File: src/rtl/tex_dcr_bank_pkg.sv
// Texture DCR types shared by the DCR bank and the sampler pipeline.
// This file holds the per-stage state struct and the DCR window offsets.
package tex_types;

  localparam int TEX_ADDR_BITS   = 32;
  localparam int TEX_FORMAT_BITS = 3;
  localparam int TEX_FILTER_BITS = 2;
  localparam int TEX_WRAP_BITS   = 2;
  localparam int TEX_LOD_BITS    = 4;
  localparam int TEX_LOD_MAX     = 7;
  localparam int TEX_MIPOFF_BITS = 25;

  typedef struct packed {
    logic [TEX_ADDR_BITS-1:0]                    baddr;
    logic [TEX_LOD_MAX:0][TEX_MIPOFF_BITS-1:0]   mipoff;
    logic [1:0][TEX_LOD_BITS-1:0]                logdims;
    logic [1:0][TEX_WRAP_BITS-1:0]               wraps;
    logic [TEX_FORMAT_BITS-1:0]                  format;
    logic [TEX_FILTER_BITS-1:0]                  filter;
  } tex_dcrs_t;

  // Offsets relative to the base of the texture DCR window.
  localparam int TEX_DCR_STAGE   = 0;
  localparam int TEX_DCR_ADDR    = 1;
  localparam int TEX_DCR_FORMAT  = 2;
  localparam int TEX_DCR_FILTER  = 3;
  localparam int TEX_DCR_WRAPS   = 4;
  localparam int TEX_DCR_LOGDIMS = 5;
  localparam int TEX_DCR_MIPOFF  = 6;
  localparam int TEX_DCR_NUM     = TEX_DCR_MIPOFF + TEX_LOD_MAX + 1;

  function automatic int stage_bits(input int num_stages);
    return (num_stages > 1) ? $clog2(num_stages) : 1;
  endfunction

endpackage

File: src/rtl/tex_dcr_bank_if.sv
// DCR write bus plus stage-read request/response handshake of the texture DCR bank.
interface tex_dcr_bank_if
  import tex_types::*;
#(
    parameter int NUM_STAGES    = 2,
    parameter int DCR_ADDR_BITS = 12
);
    localparam int SW = stage_bits(NUM_STAGES);

    logic                     dcr_wr_valid;
    logic [DCR_ADDR_BITS-1:0] dcr_wr_addr;
    logic [31:0]              dcr_wr_data;
    logic                     dcr_wr_err;

    logic                     req_valid;
    logic                     req_ready;
    logic [SW-1:0]            req_stage;

    logic                     rsp_valid;
    logic                     rsp_ready;
    tex_dcrs_t                rsp_dcrs;

    modport master (
        output dcr_wr_valid, dcr_wr_addr, dcr_wr_data,
        input  dcr_wr_err,
        output req_valid, req_stage,
        input  req_ready,
        input  rsp_valid, rsp_dcrs,
        output rsp_ready
    );

    modport slave (
        input  dcr_wr_valid, dcr_wr_addr, dcr_wr_data,
        output dcr_wr_err,
        input  req_valid, req_stage,
        output req_ready,
        output rsp_valid, rsp_dcrs,
        input  rsp_ready
    );

endinterface

File: src/rtl/tex_dcr_bank_pipe_reg.sv
// One-entry elastic pipe register with a reset-able data path.
module tex_dcr_bank_pipe_reg #(
    parameter int WIDTH = 1
) (
    input  logic             clk,
    input  logic             reset,
    input  logic             enq_valid,
    output logic             enq_ready,
    input  logic [WIDTH-1:0] enq_data,
    output logic             deq_valid,
    input  logic             deq_ready,
    output logic [WIDTH-1:0] deq_data
);

    // A held entry frees its slot in the same cycle it is consumed.
    assign enq_ready = !deq_valid || deq_ready;

    // NOTE: state registers use non-blocking assignments so every flop samples pre-edge values.
    always_ff @(posedge clk or posedge reset) begin
        if (reset) begin
            deq_valid <= 1'b0;
            deq_data  <= '0;
        end else if (enq_valid && enq_ready) begin
            deq_valid <= 1'b1;
            deq_data  <= enq_data;
        end else if (deq_ready) begin
            deq_valid <= 1'b0;
        end
    end

endmodule

File: src/rtl/tex_dcr_bank.sv
// Decodes DCR writes into per-stage texture state and serves registered
// snapshot reads of one stage to the texture unit.
module tex_dcr_bank
  import tex_types::*;
#(
    parameter int                       NUM_STAGES    = 2,
    parameter int                       DCR_ADDR_BITS = 12,
    parameter logic [DCR_ADDR_BITS-1:0] DCR_BASE      = 'h100
) (
    input  logic           clk,
    input  logic           reset,
    tex_dcr_bank_if.slave  bus
);

    localparam int SW = stage_bits(NUM_STAGES);

    tex_dcrs_t                stages [NUM_STAGES];
    logic [SW-1:0]            stage_sel;
    logic [DCR_ADDR_BITS-1:0] wr_off;
    int                       wr_idx;
    logic                     sel_wr;
    logic                     sel_bad;
    tex_dcrs_t                rd_dcrs;

    // Addresses below the base wrap to large offsets and fall outside the map.
    assign wr_off  = bus.dcr_wr_addr - DCR_BASE;
    assign wr_idx  = int'(wr_off);
    assign sel_wr  = bus.dcr_wr_valid && (wr_idx == TEX_DCR_STAGE);
    assign sel_bad = bus.dcr_wr_data >= 32'(NUM_STAGES);

    always_ff @(posedge clk or posedge reset) begin
        if (reset) begin
            stage_sel      <= '0;
            bus.dcr_wr_err <= 1'b0;
        end else begin
            bus.dcr_wr_err <= sel_wr && sel_bad;
            if (sel_wr && !sel_bad) begin
                stage_sel <= bus.dcr_wr_data[SW-1:0];
            end
        end
    end

    // NOTE: this state array is reset on purpose; readers may legally fetch any stage before software programs it.
    always_ff @(posedge clk or posedge reset) begin
        if (reset) begin
            for (int s = 0; s < NUM_STAGES; s++) begin
                stages[s] <= '0;
            end
        end else if (bus.dcr_wr_valid) begin
            for (int s = 0; s < NUM_STAGES; s++) begin
                if (int'(stage_sel) == s) begin
                    case (wr_idx)
                        TEX_DCR_ADDR:    stages[s].baddr  <= bus.dcr_wr_data[TEX_ADDR_BITS-1:0];
                        TEX_DCR_FORMAT:  stages[s].format <= bus.dcr_wr_data[TEX_FORMAT_BITS-1:0];
                        TEX_DCR_FILTER:  stages[s].filter <= bus.dcr_wr_data[TEX_FILTER_BITS-1:0];
                        TEX_DCR_WRAPS: begin
                            stages[s].wraps[0] <= bus.dcr_wr_data[TEX_WRAP_BITS-1:0];
                            stages[s].wraps[1] <= bus.dcr_wr_data[16 +: TEX_WRAP_BITS];
                        end
                        TEX_DCR_LOGDIMS: begin
                            stages[s].logdims[0] <= bus.dcr_wr_data[TEX_LOD_BITS-1:0];
                            stages[s].logdims[1] <= bus.dcr_wr_data[16 +: TEX_LOD_BITS];
                        end
                        default: ;
                    endcase
                    for (int l = 0; l <= TEX_LOD_MAX; l++) begin
                        if (wr_idx == TEX_DCR_MIPOFF + l) begin
                            stages[s].mipoff[l] <= bus.dcr_wr_data[TEX_MIPOFF_BITS-1:0];
                        end
                    end
                end
            end
        end
    end

    // The read sees the pre-edge copy, so a same-cycle write is not visible yet.
    always_comb begin
        // NOTE: the default assignment first keeps this combinational block from inferring a latch.
        rd_dcrs = '0;
        if (int'(bus.req_stage) < NUM_STAGES) begin
            rd_dcrs = stages[bus.req_stage];
        end
    end

    tex_dcr_bank_pipe_reg #(
        .WIDTH($bits(tex_dcrs_t))
    ) u_rsp_reg (
        .clk       (clk),
        .reset     (reset),
        .enq_valid (bus.req_valid),
        .enq_ready (bus.req_ready),
        .enq_data  (rd_dcrs),
        .deq_valid (bus.rsp_valid),
        .deq_ready (bus.rsp_ready),
        .deq_data  (bus.rsp_dcrs)
    );

endmodule

File: src/flat_wrapper.sv
// flat-port wrapper written by rule: the top's interface ports become plain ports
module tex_dcr_bank_flat import tex_types::*;
#(
    parameter int                       NUM_STAGES    = 2,
    parameter int                       DCR_ADDR_BITS = 12,
    parameter logic [DCR_ADDR_BITS-1:0] DCR_BASE      = 'h100
)
  (clk, reset, bus_dcr_wr_valid, bus_dcr_wr_addr, bus_dcr_wr_data, bus_dcr_wr_err, bus_req_valid, bus_req_stage, bus_req_ready, bus_rsp_valid, bus_rsp_dcrs, bus_rsp_ready);
  tex_dcr_bank_if #(.NUM_STAGES(NUM_STAGES), .DCR_ADDR_BITS(DCR_ADDR_BITS)) bus_i ();
  input  logic clk;
  input  logic reset;
  input wire logic [$bits(bus_i.dcr_wr_valid)-1:0] bus_dcr_wr_valid;
  input wire logic [$bits(bus_i.dcr_wr_addr)-1:0] bus_dcr_wr_addr;
  input wire logic [$bits(bus_i.dcr_wr_data)-1:0] bus_dcr_wr_data;
  output wire logic [$bits(bus_i.dcr_wr_err)-1:0] bus_dcr_wr_err;
  input wire logic [$bits(bus_i.req_valid)-1:0] bus_req_valid;
  input wire logic [$bits(bus_i.req_stage)-1:0] bus_req_stage;
  output wire logic [$bits(bus_i.req_ready)-1:0] bus_req_ready;
  output wire logic [$bits(bus_i.rsp_valid)-1:0] bus_rsp_valid;
  output wire logic [$bits(bus_i.rsp_dcrs)-1:0] bus_rsp_dcrs;
  input wire logic [$bits(bus_i.rsp_ready)-1:0] bus_rsp_ready;
  assign bus_i.dcr_wr_valid = bus_dcr_wr_valid;
  assign bus_i.dcr_wr_addr = bus_dcr_wr_addr;
  assign bus_i.dcr_wr_data = bus_dcr_wr_data;
  assign bus_dcr_wr_err = bus_i.dcr_wr_err;
  assign bus_i.req_valid = bus_req_valid;
  assign bus_i.req_stage = bus_req_stage;
  assign bus_req_ready = bus_i.req_ready;
  assign bus_rsp_valid = bus_i.rsp_valid;
  assign bus_rsp_dcrs = bus_i.rsp_dcrs;
  assign bus_i.rsp_ready = bus_rsp_ready;
  tex_dcr_bank #(.NUM_STAGES(NUM_STAGES), .DCR_ADDR_BITS(DCR_ADDR_BITS), .DCR_BASE(DCR_BASE)) u_core (.clk(clk), .reset(reset), .bus(bus_i));
endmodule
File: config.mk
export PLATFORM = sky130hd
export DESIGN_NAME = tex_dcr_bank_flat
export DESIGN_NICKNAME = d
export VERILOG_FILES = /design/src/rtl/tex_dcr_bank_pkg.sv /design/src/rtl/tex_dcr_bank_if.sv /design/src/rtl/tex_dcr_bank_pipe_reg.sv /design/src/rtl/tex_dcr_bank.sv /design/src/flat_wrapper.sv
export SDC_FILE = /design/constraint.sdc
export NUM_CORES = 1
export LEC_CHECK = 0
export BUFFER_PORTS_ARGS = -buffer_cell sky130_fd_sc_hd__buf_4
export CORE_MARGIN = 4
export CORE_UTILIZATION = 60
export CTS_CLUSTER_DIAMETER = 150
export CTS_CLUSTER_SIZE = 8
export DETAILED_ROUTE_END_ITERATION = 8
export PLACE_DENSITY = 0.86
export SLEW_MARGIN = 20
export SYNTH_ARGS = -nofsm -noshare
export SYNTH_HDL_FRONTEND = slang
export SYNTH_SLANG_ARGS = --single-unit
File: constraint.sdc
create_clock -name clk -period 34.3 [get_ports clk]
set_input_delay 3.43 -clock clk [delete_from_list [all_inputs] [get_ports clk]]
set_output_delay 3.43 -clock clk [all_outputs]
set_load 0.005 [all_outputs]
==> flow_summary.json, run 1 <==
{
  "yosysSeqAreaShare": 0.622,
  "grt_first_pass_wirelength_mm": 116,
  "nNetsFinal": 2544,
  "insertion_delay_ns": 0.63,
  "drive_above_1_share": 0.376,
  "required_ns": 30.87,
  "postRouteAntennaNets": 0,
  "row_count": 81,
  "dp_slack_ns": 26.96,
  "crit_type": "input pin to output pin",
  "synth-seq-cells": 750,
  "slowest_stage": "nand2b_1",
  "cts_buffer_depth": 3,
  "netlist_area_mm2": 0.0302,
  "setup_viol": 0,
  "cts_sinks": 750,
  "synth_area_leaders": "dfrtp_1 62%, mux2_2 18%, mux2i_1 8.3%, o21ai_0 4.1%, nand2_1 3.2%",
  "path_cells": "buf_4, nand2b_1, buf_4",
  "use_met3": 0.0510,
  "htree_levels": 3,
  "n_antenna_cell": 0,
  "syn_inst": 2243,
  "cp.arrival_ns": 3.90,
  "rsz0062_at_grt": "false",
  "cts_buffers": 103,
  "yosysTopAreaCell": "dfrtp_1",
  "min_from": "u_core.u_rsp_reg.deq_data[127]",
  "io_buffers": 301,
  "hold_depth": 2,
  "rr_endpoint": "u_core.u_rsp_reg.deq_data[23]",
  "place_congestion": 0.788,
  "core-area_mm2": 0.0494,
  "hold_end": "u_core.u_rsp_reg.deq_data[127]",
  "outcome": "complete, no violations",
  "die_y_um": 232,
  "synth_area_per_cell_um2": 13.5,
  "via_per_inst": 5.94,
  "dieArea_mm2": 0.0540,
  "synth_ff_type": "dfrtp_1",
  "reg2reg_from": "u_core.u_rsp_reg.deq_valid",
  "cts_hold_buf": 0,
  "pin_count": 302,
  "fp.dieW_um": 232,
  "worst_pin_slew_ns": 1.13,
  "overflow": 0,
  "syn_to_final_growth_pct": 17.8,
  "wirelength_mm": 73.3,
  "synthTopCellsByCount": "750 x dfrtp_1, 487 x mux2_2, 256 x nand2_1",
  "slew_viol_final": 0,
  "synth_edf_count": 0,
  "max_freq_ghz": 0.136,
  "drv_cap": 0,
  "path_clk_slew_ns": 0.05,
  "path_max_fanout": 3,
  "met2_usage": 0.465,
  "hold_path_class": "flop to flop",
  "drtPass1Iterations": 5,
  "grt_max_degree": 170,
  "total_leakage_power_nw": 18.2,
  "dr_total_vias": 18800,
  "max_slew_margin": 0.243,
  "post-cts-setup-buffers": 0,
  "worst-path-buf-inv": 2,
  "rrSetupSlack_ns": 31.00,
  "cts_tree": "yes",
  "ir_drop_v": 0.0000365,
  "start_util": 0.612,
  "r2r_cells": 5,
  "powerDensity_mw_per_mm2": 51.5,
  "worstSetupPathDepth": 3,
  "antenna_found_initial": 0,
  "grt_usage": 0.275,
  "synthArstFlopShare": 1.00,
  "cts_root_buf": "clkbuf_16",
  "start_kind": "input pin",
  "drt_iter0_drc": 1382,
  "synth_cell_types": 24,
  "setup_ws_ns": 26.97,
  "grt_pass1_vias": 20600,
  "place_hpwl_mm": 43.8,
  "skew_ns": 0.0162,
  "wl_per_cell_um": 23.2,
  "drc_errors": 0,
  "crit_top_cell": "buf_4",
  "final_hold_viol_count": 0,
  "max_stage_delay_ns": 0.20,
  "netlist.area_leader.share": 0.622,
  "min_period_ns": 7.33,
  "min_period_over_period": 0.214,
  "synth_most_common_cell": "dfrtp_1",
  "grt-busiest-layer": "met2",
  "grtUsageMet1": 0.355,
  "tns_ns": 0,
  "ctsResizeCount": 0,
  "endpoint_kind": "output pin",
  "cp_top_family": "buffers and inverters",
  "yosysWarnings": 0,
  "syn_nets": 2293
}
==> routing by layer <==
layer,share of wire,wire [um]
met1,0.41,29700
met2,0.51,37200
met3,0.053,3860
met4,0.035,2550
met5,0,0
==> how the worst max path moves through the flow <==
stage                                  endpoint          start
final                             bus_req_ready  bus_rsp_ready
after CTS                         bus_req_ready  bus_rsp_ready
after global routing              bus_req_ready  bus_rsp_ready
after detailed placement          bus_req_ready  bus_rsp_ready
after global placement            bus_req_ready  bus_rsp_ready
after floorplan           u_core.bus.dcr_wr_err          reset
==> cells by family (layout without fill, tap and decap cells) <==
group,after synthesis,after routing,share of synthesized area
flops,750,750,0.622
mux,748,748,0.269
simple gates,320,320,0.0450
compound gates,249,249,0.0413
buf+inv,176,432,0.0235
==> per-stage QoR <==
stage	hold slack [ns]	area (um2)	power [mW]	utilization	std cells
3_3_place_gp	0.462	32900	0.969	0.666	3052
5_1_grt	0.499	35600	1.89	0.721	3163
3_5_place_dp	0.474	32900	0.971	0.666	3052
2_1_floorplan	0.464	30200	0.949	-	2243
6_report	0.478	35600	1.83	0.721	3163
4_1_cts	0.482	35500	1.85	0.720	3162
==> final cells by class <==
class	instances	area (um2)
Sequential cell	750	18800
Fill cell	3059	13800
Clock inverter	4	35.0
Timing Repair Buffer	321	2470
Clock buffer	106	2640
Tap cell	664	831
Multi-Input combinational cell	1317	10800
Inverter	1	11.3
==> sequential cells by signal, indices dropped and copies added, names as in the netlist <==
register / flops
u_core.u_rsp_reg.deq_valid: 1
u_core.stages: 498
u_core.bus.dcr_wr_err: 1
u_core.stage_sel: 1
u_core.u_rsp_reg.deq_data: 249
==> worst min-delay path, delay by kind of cell (launching register included) <==
kind / cells / cell delay (ns)
AOI/OAI and AO/OA: 1 / 0.06
DFF: 1 / 0.34
and+or+nand+nor: 1 / 0.05
==> power by group <==
part	switching (mW)	total (mW)	internal (mW)
Sequential	0.00138	0.891	0.889
Clock	0.340	0.873	0.533
Combinational	0.0513	0.0668	0.0154
==> placed cells by master (no fill, tap or decap), drive strengths merged, types with 8 or more instances in the layout <==
master,instances
buf,321
clkbuf,106
dfrtp,750
mux2,499
mux2i,249
nand2,256
nor2,16
nor3,12
nor4,8
o21ai,249
Power figures use the tool's default switching activity.
==> run 2: changes to the inputs <==
--- a/config.mk
+++ b/config.mk
@@ -5,13 +5,14 @@
 export SDC_FILE = /design/constraint.sdc
 export NUM_CORES = 1
 export LEC_CHECK = 0
+export ABC_AREA = 1
 export BUFFER_PORTS_ARGS = -buffer_cell sky130_fd_sc_hd__buf_4
 export CORE_MARGIN = 4
-export CORE_UTILIZATION = 60
+export CORE_UTILIZATION = 54
 export CTS_CLUSTER_DIAMETER = 150
 export CTS_CLUSTER_SIZE = 8
 export DETAILED_ROUTE_END_ITERATION = 8
-export PLACE_DENSITY = 0.86
+export PLACE_DENSITY = 0.82
 export SLEW_MARGIN = 20
 export SYNTH_ARGS = -nofsm -noshare
 export SYNTH_HDL_FRONTEND = slang
==> constraint.sdc (replaced) <==
create_clock -name clk -period 6.25 [get_ports clk]
set_input_delay 0.625 -clock clk [delete_from_list [all_inputs] [get_ports clk]]
set_output_delay 0.625 -clock clk [all_outputs]
set_load 0.005 [all_outputs]
==> run 2 against run 1 <==
  * Total power grew to 6.1 times the previous value
  * Flip-flop and latch count unchanged
  * Sequential power increased to 5.9 times the previous value
  * Via count rose by 41%
  * Register-to-register slack got worse by 28 ns
  * Synthesized cell count up 70%
  * Critical endpoint is now u_core.stages[92]
==> flow_summary.json, run 2 <==
{
  "place_congestion": 0.817,
  "core-area_mm2": 0.0590,
  "grt_max_degree": 209,
  "cts_tree": "yes",
  "top_register": "u_core.stages",
  "synth_ff_type": "dfrtp_1",
  "hold_ws_ns": 0.142,
  "drv_cap": 0,
  "min_period_over_period": 0.536,
  "slew_viol_final": 0,
  "n_antenna_cell": 0,
  "design_area_mm2": 0.0374,
  "synthArstFlopShare": 1.00,
  "drt_iter0_drc": 3102,
  "largest_registers": "u_core.stages (498), u_core.u_rsp_reg.deq_data (249)",
  "path_max_fanout": 29,
  "insertion_delay_ns": 0.64,
  "final_hold_viol_count": 0,
  "row_count": 89,
  "yosysTopAreaCell": "dfrtp_1",
  "wirelength_mm": 89.5,
  "place_hpwl_mm": 51.5,
  "synth_area_leaders": "dfrtp_1 58%, nand2_1 11%, o21ai_0 7.5%, inv_1 5.5%, nand4_1 4.4%",
  "max_freq_ghz": 0.299,
  "synthTopCellsByCount": "968 x nand2_1, 750 x dfrtp_1, 480 x o21ai_0",
  "dr_total_vias": 26500,
  "drc_errors": 0,
  "final-seq-area_mm2": 0.0188,
  "syn_to_final_growth_pct": 16.4,
  "hold_path_class": "input pin to asynchronous set/reset pin",
  "synth_cell_types": 21,
  "overflow": 0,
  "max_slew_margin": 0.186,
  "die_y_um": 252,
  "grt_pass1_vias": 25200,
  "powerDensity_mw_per_mm2": 298,
  "drive_above_1_share": 0.120,
  "layout_common_cells": "968 x nand2_1, 750 x dfrtp_1, 480 x o21ai_0",
  "io_buffers": 301,
  "cp.arrival_ns": 3.91,
  "yosysSeqAreaShare": 0.584,
  "cts_sinks": 750,
  "crit_type": "input pin to flop",
  "post-cts-setup-buffers": 0,
  "worst_pin_slew_ns": 1.21,
  "nFillCells": 4756,
  "worst-path-buf-inv": 3,
  "postRouteAntennaNets": 0,
  "multi_input_area_mm2": 0.0105,
  "rsz0062_at_grt": "false",
  "synth_edf_count": 0,
  "min_period_ns": 3.35,
  "netlist_area_mm2": 0.0322,
  "netlist.area_leader.share": 0.584,
  "syn_nets": 3866,
  "start_util": 0.545,
  "drtPass1Iterations": 7,
  "grt_first_pass_wirelength_mm": 140,
  "antenna_found_initial": 2,
  "synth_area_per_cell_um2": 8.43,
  "synth_most_common_cell": "nand2_1",
  "crit_top_cell": "nand2_1",
  "ir_drop_v": 0.000200,
  "skew_ns": 0.0180,
  "largest_reg_flops": 498,
  "setup_viol": 0,
  "pin_count": 302,
  "layout_commonest_cell": "nand2_1",
  "grt_usage": 0.278,
  "start_kind": "input pin",
  "max_stage_delay_ns": 0.97,
  "dieArea_mm2": 0.0635,
  "fp.dieW_um": 252,
  "required_ns": 6.82,
  "ctsResizeCount": 0,
  "cts_buffers": 103,
  "cp_top_family": "simple AND/OR/NAND/NOR gates",
  "p_total_mw": 11.1,
  "total_leakage_power_nw": 18.0,
  "cts_root_buf": "clkbuf_16",
  "endpoint_kind": "flop",
  "via_per_inst": 5.57,
  "htree_levels": 3,
  "nNetsFinal": 4030,
  "cts_hold_buf": 0,
  "synth-seq-cells": 750,
  "syn_inst": 3816,
  "wl_per_cell_um": 18.8,
  "dpl_cell_area_mm2": 0.0346,
  "path_cells": "buf_4, nor2_1, nand2_1, nor3_4, buf_4, nand3_1, nand2_1, nand2_1, inv_1",
  "outcome": "complete, no violations",
  "slowest_stage": "nor3_4",
  "path_clk_slew_ns": 0.05,
  "yosysWarnings": 0,
  "cts_buffer_depth": 3
}
[run 2: cell count changes after synthesis, sizes merged, moves of 8 or more]
cell,previous run,this run
mux2,499,0
nand4,5,225
o21ai,249,496
nor4,8,0
a21oi,0,250
clkbuf,123,191
buf,52,89
nand2,256,969
nand3,5,26
mux2i,249,28
inv,1,470
clkinv,0,19
nor2,16,291
[run 2: worst paths after layout]
path	to	slack, ns	startpoint	cells after the start
min in group clk	u_core.u_rsp_reg.deq_valid	0.24	bus_req_valid	3
max in group asynchronous	u_core.stages[272]	4.43	reset	4
worst max-delay path	u_core.stages[92]	2.90	bus_dcr_wr_addr[7]	9
worst max register to register	u_core.stages[190]	3.37	u_core.stage_sel	4
worst min register to register	u_core.stages[379]	0.47	u_core.stages[379]	2
worst min-delay path	u_core.u_rsp_reg.deq_data[222]	0.14	reset	2
[run 2: final cells by class]
cell class,instances,area share
Sequential cell,750,0.502
Tap cell,773,0.0258
Clock buffer,107,0.0713
Clock inverter,3,0.000903
Timing Repair Buffer,339,0.0716
Inverter,489,0.0494
Multi-Input combinational cell,2297,0.279
[run 2: report_power, final]
part	internal, mW	switching (mW)	total (mW)
Sequential	5.09	0.143	5.23
Clock	2.95	1.93	4.88
Combinational	0.416	0.604	1.02
[run 2: cells by family (layout without fill, tap and decap cells)]
logic type	Yosys count	count (layout)	share of synthesized area
mux	28	28	0.00872
compound gates	746	746	0.116
simple gates	1523	1523	0.198
buf+inv	769	938	0.0937
flops	750	750	0.584
[run 2: stage by stage]
stage	instances	setup TNS (ns)	setup slack, ns	utilization
after global routing	4758	0	2.67	0.634
after global placement	4646	0	2.38	0.587
after floorplan	3816	-3492.27	-4.66	-
final	4758	0	2.90	0.634
after CTS	4756	0	3.00	0.633
after detailed placement	4646	0	2.34	0.587
[run 2: routing by layer]
layer,vias up,part of all wire,wire (um),GRT usage
li1,12400,-,-,-
met1,12800,0.41,36400,0.390
met2,1151,0.47,41900,0.432
met3,193,0.083,7430,0.0521
met4,0,0.042,3730,0.119
met5,-,0,0,0
==> run 3: changes to the inputs <==
==> constraint.sdc (replaced) <==
create_clock -name clk -period 2.89 [get_ports clk]
set_input_delay 0.289 -clock clk [delete_from_list [all_inputs] [get_ports clk]]
set_output_delay 0.289 -clock clk [all_outputs]
set_load 0.005 [all_outputs]
==> run 3 against run 2 <==
  * Worst hold slack got worse by 0.096 ns
  * Non-clock buffer count increased by 63
  * Combinational power increased by 120%
  * Clock power increased by 120%
  * Die area unchanged
  * Via count increased by 1.5%
==> flow_summary.json, run 3 (synthesized netlist as in run 2, its figures left out) <==
{
  "die_y_um": 252,
  "path_max_fanout": 16,
  "dieArea_mm2": 0.0635,
  "htree_levels": 3,
  "io_buffers": 301,
  "wirelength_mm": 91.3,
  "total_leakage_power_nw": 18.4,
  "required_ns": 3.43,
  "layout.cells.non_filler": 4821,
  "final_hold_viol_count": 0,
  "core-area_mm2": 0.0590,
  "min_period_over_period": 0.781,
  "grt_usage": 0.284,
  "layout_common_cells": "968 x nand2_1, 750 x dfrtp_1, 480 x o21ai_0",
  "start_kind": "flop",
  "drive_above_1_share": 0.130,
  "outcome": "complete, no violations",
  "grt_first_pass_wirelength_mm": 143,
  "pin_count": 302,
  "cts_root_buf": "clkbuf_16",
  "via_per_inst": 5.58,
  "placed_cells": 4697,
  "postRouteAntennaNets": 0,
  "cts_buffer_depth": 3,
  "drv_cap": 0,
  "setup_viol": 0,
  "cts_buffers": 103,
  "cp.arrival_ns": 2.79,
  "cts_hold_buf": 14,
  "cts_sinks": 750,
  "min_period_ns": 2.26,
  "max_slew_margin": 0.164,
  "overflow": 0,
  "hold_ws_ns": 0.0458,
  "grt_pass1_vias": 26000,
  "largest_registers": "u_core.stages (498), u_core.u_rsp_reg.deq_data (249)",
  "p_total_mw": 24.1,
  "top_register": "u_core.stages",
  "place_congestion": 0.843,
  "n_antenna_cell": 0,
  "place_hpwl_mm": 55.0,
  "syn_to_final_growth_pct": 18.3,
  "nFillCells": 4680,
  "post-cts-setup-buffers": 0,
  "endpoint_kind": "flop",
  "insertion_delay_ns": 0.65,
  "drt_iter0_drc": 2896,
  "row_count": 89,
  "fp.dieW_um": 252,
  "nNetsFinal": 4093,
  "antenna_found_initial": 4,
  "drc_errors": 0,
  "crit_type": "flop to flop",
  "max_freq_ghz": 0.443,
  "start_util": 0.545,
  "path_clk_slew_ns": 0.05,
  "worst_pin_slew_ns": 1.25,
  "skew_ns": 0.0252,
  "tns_ns": 0,
  "cts_tree": "yes",
  "rsz0062_at_grt": "false",
  "grt_max_degree": 187,
  "wl_per_cell_um": 18.9,
  "ctsResizeCount": 0,
  "powerDensity_mw_per_mm2": 634,
  "dr_total_vias": 26900,
  "drtPass1Iterations": 8,
  "layout_commonest_cell": "nand2_1",
  "slew_viol_final": 0,
  "ir_drop_v": 0.000455,
  "hold_path_class": "input pin to flop",
  "largest_reg_flops": 498
}
[run 3: cell count changes in the layout (fill, tap and decap cells not counted), moves of 3 or more]
cell	previous run	this run
nand3_1	15	18
buf_4	329	363
dlygate4sd3_1	0	14
buf_12	7	24
[run 3: power by group]
group,total (mW),internal [mW],switching (mW),leakage (nW)
sequential,11.3,11.0,0.311,8.62
clock,10.5,6.33,4.18,1.32
combinational,2.29,0.956,1.33,8.42
[run 3: routing by layer]
layer	global-route usage	wire length (um)
met5	0	26
met4	0.137	4560
met3	0.0538	7910
met2	0.440	41900
met1	0.390	37000
[run 3: worst paths after layout]
| kind | startpoint | to | slack (ns) | depth (start not counted) |
|---|---|---|---|---|
| worst max-delay path | u_core.stage_sel | u_core.stages[258] | 0.63 | 3 |
| worst min-delay path | bus_dcr_wr_addr[2] | u_core.stages[249] | 0.05 | 5 |
| worst max register to register | u_core.stage_sel | u_core.stages[258] | 0.63 | 3 |
| worst min register to register | u_core.stages[265] | u_core.stages[265] | 0.48 | 2 |
| max in group asynchronous | reset | u_core.u_rsp_reg.deq_data[164] | 1.52 | 5 |
| min in group asynchronous | reset | u_core.u_rsp_reg.deq_data[221] | 0.36 | 3 |
[run 3: final cells by class]
type                            instances  area [um2]  share of cell area
Sequential cell                       750       18800               0.493
Multi-Input combinational cell       2297       10400               0.274
Timing Repair Buffer                  402        3360              0.0883
Clock buffer                          106        2640              0.0694
Inverter                              489        1850              0.0486
Tap cell                              773         967              0.0254
Clock inverter                          4        35.0            0.000921
[run 3: per-stage QoR]
step | setup slack [ns] | util | instance area, um2
after global routing | 0.476 | 0.645 | 38100
after floorplan | -7.68 | - | 32200
after detailed placement | 0.515 | 0.597 | 35200
final | 0.634 | 0.645 | 38100
after CTS | 0.650 | 0.645 | 38100
after global placement | 0.560 | 0.597 | 35200
[run 3: worst max-delay path, stage by stage (launching register included)]
cell	delay, ns
dfrtp_1	0.40
nor2_2	0.70
nand3_1	0.67
o21ai_0	0.38
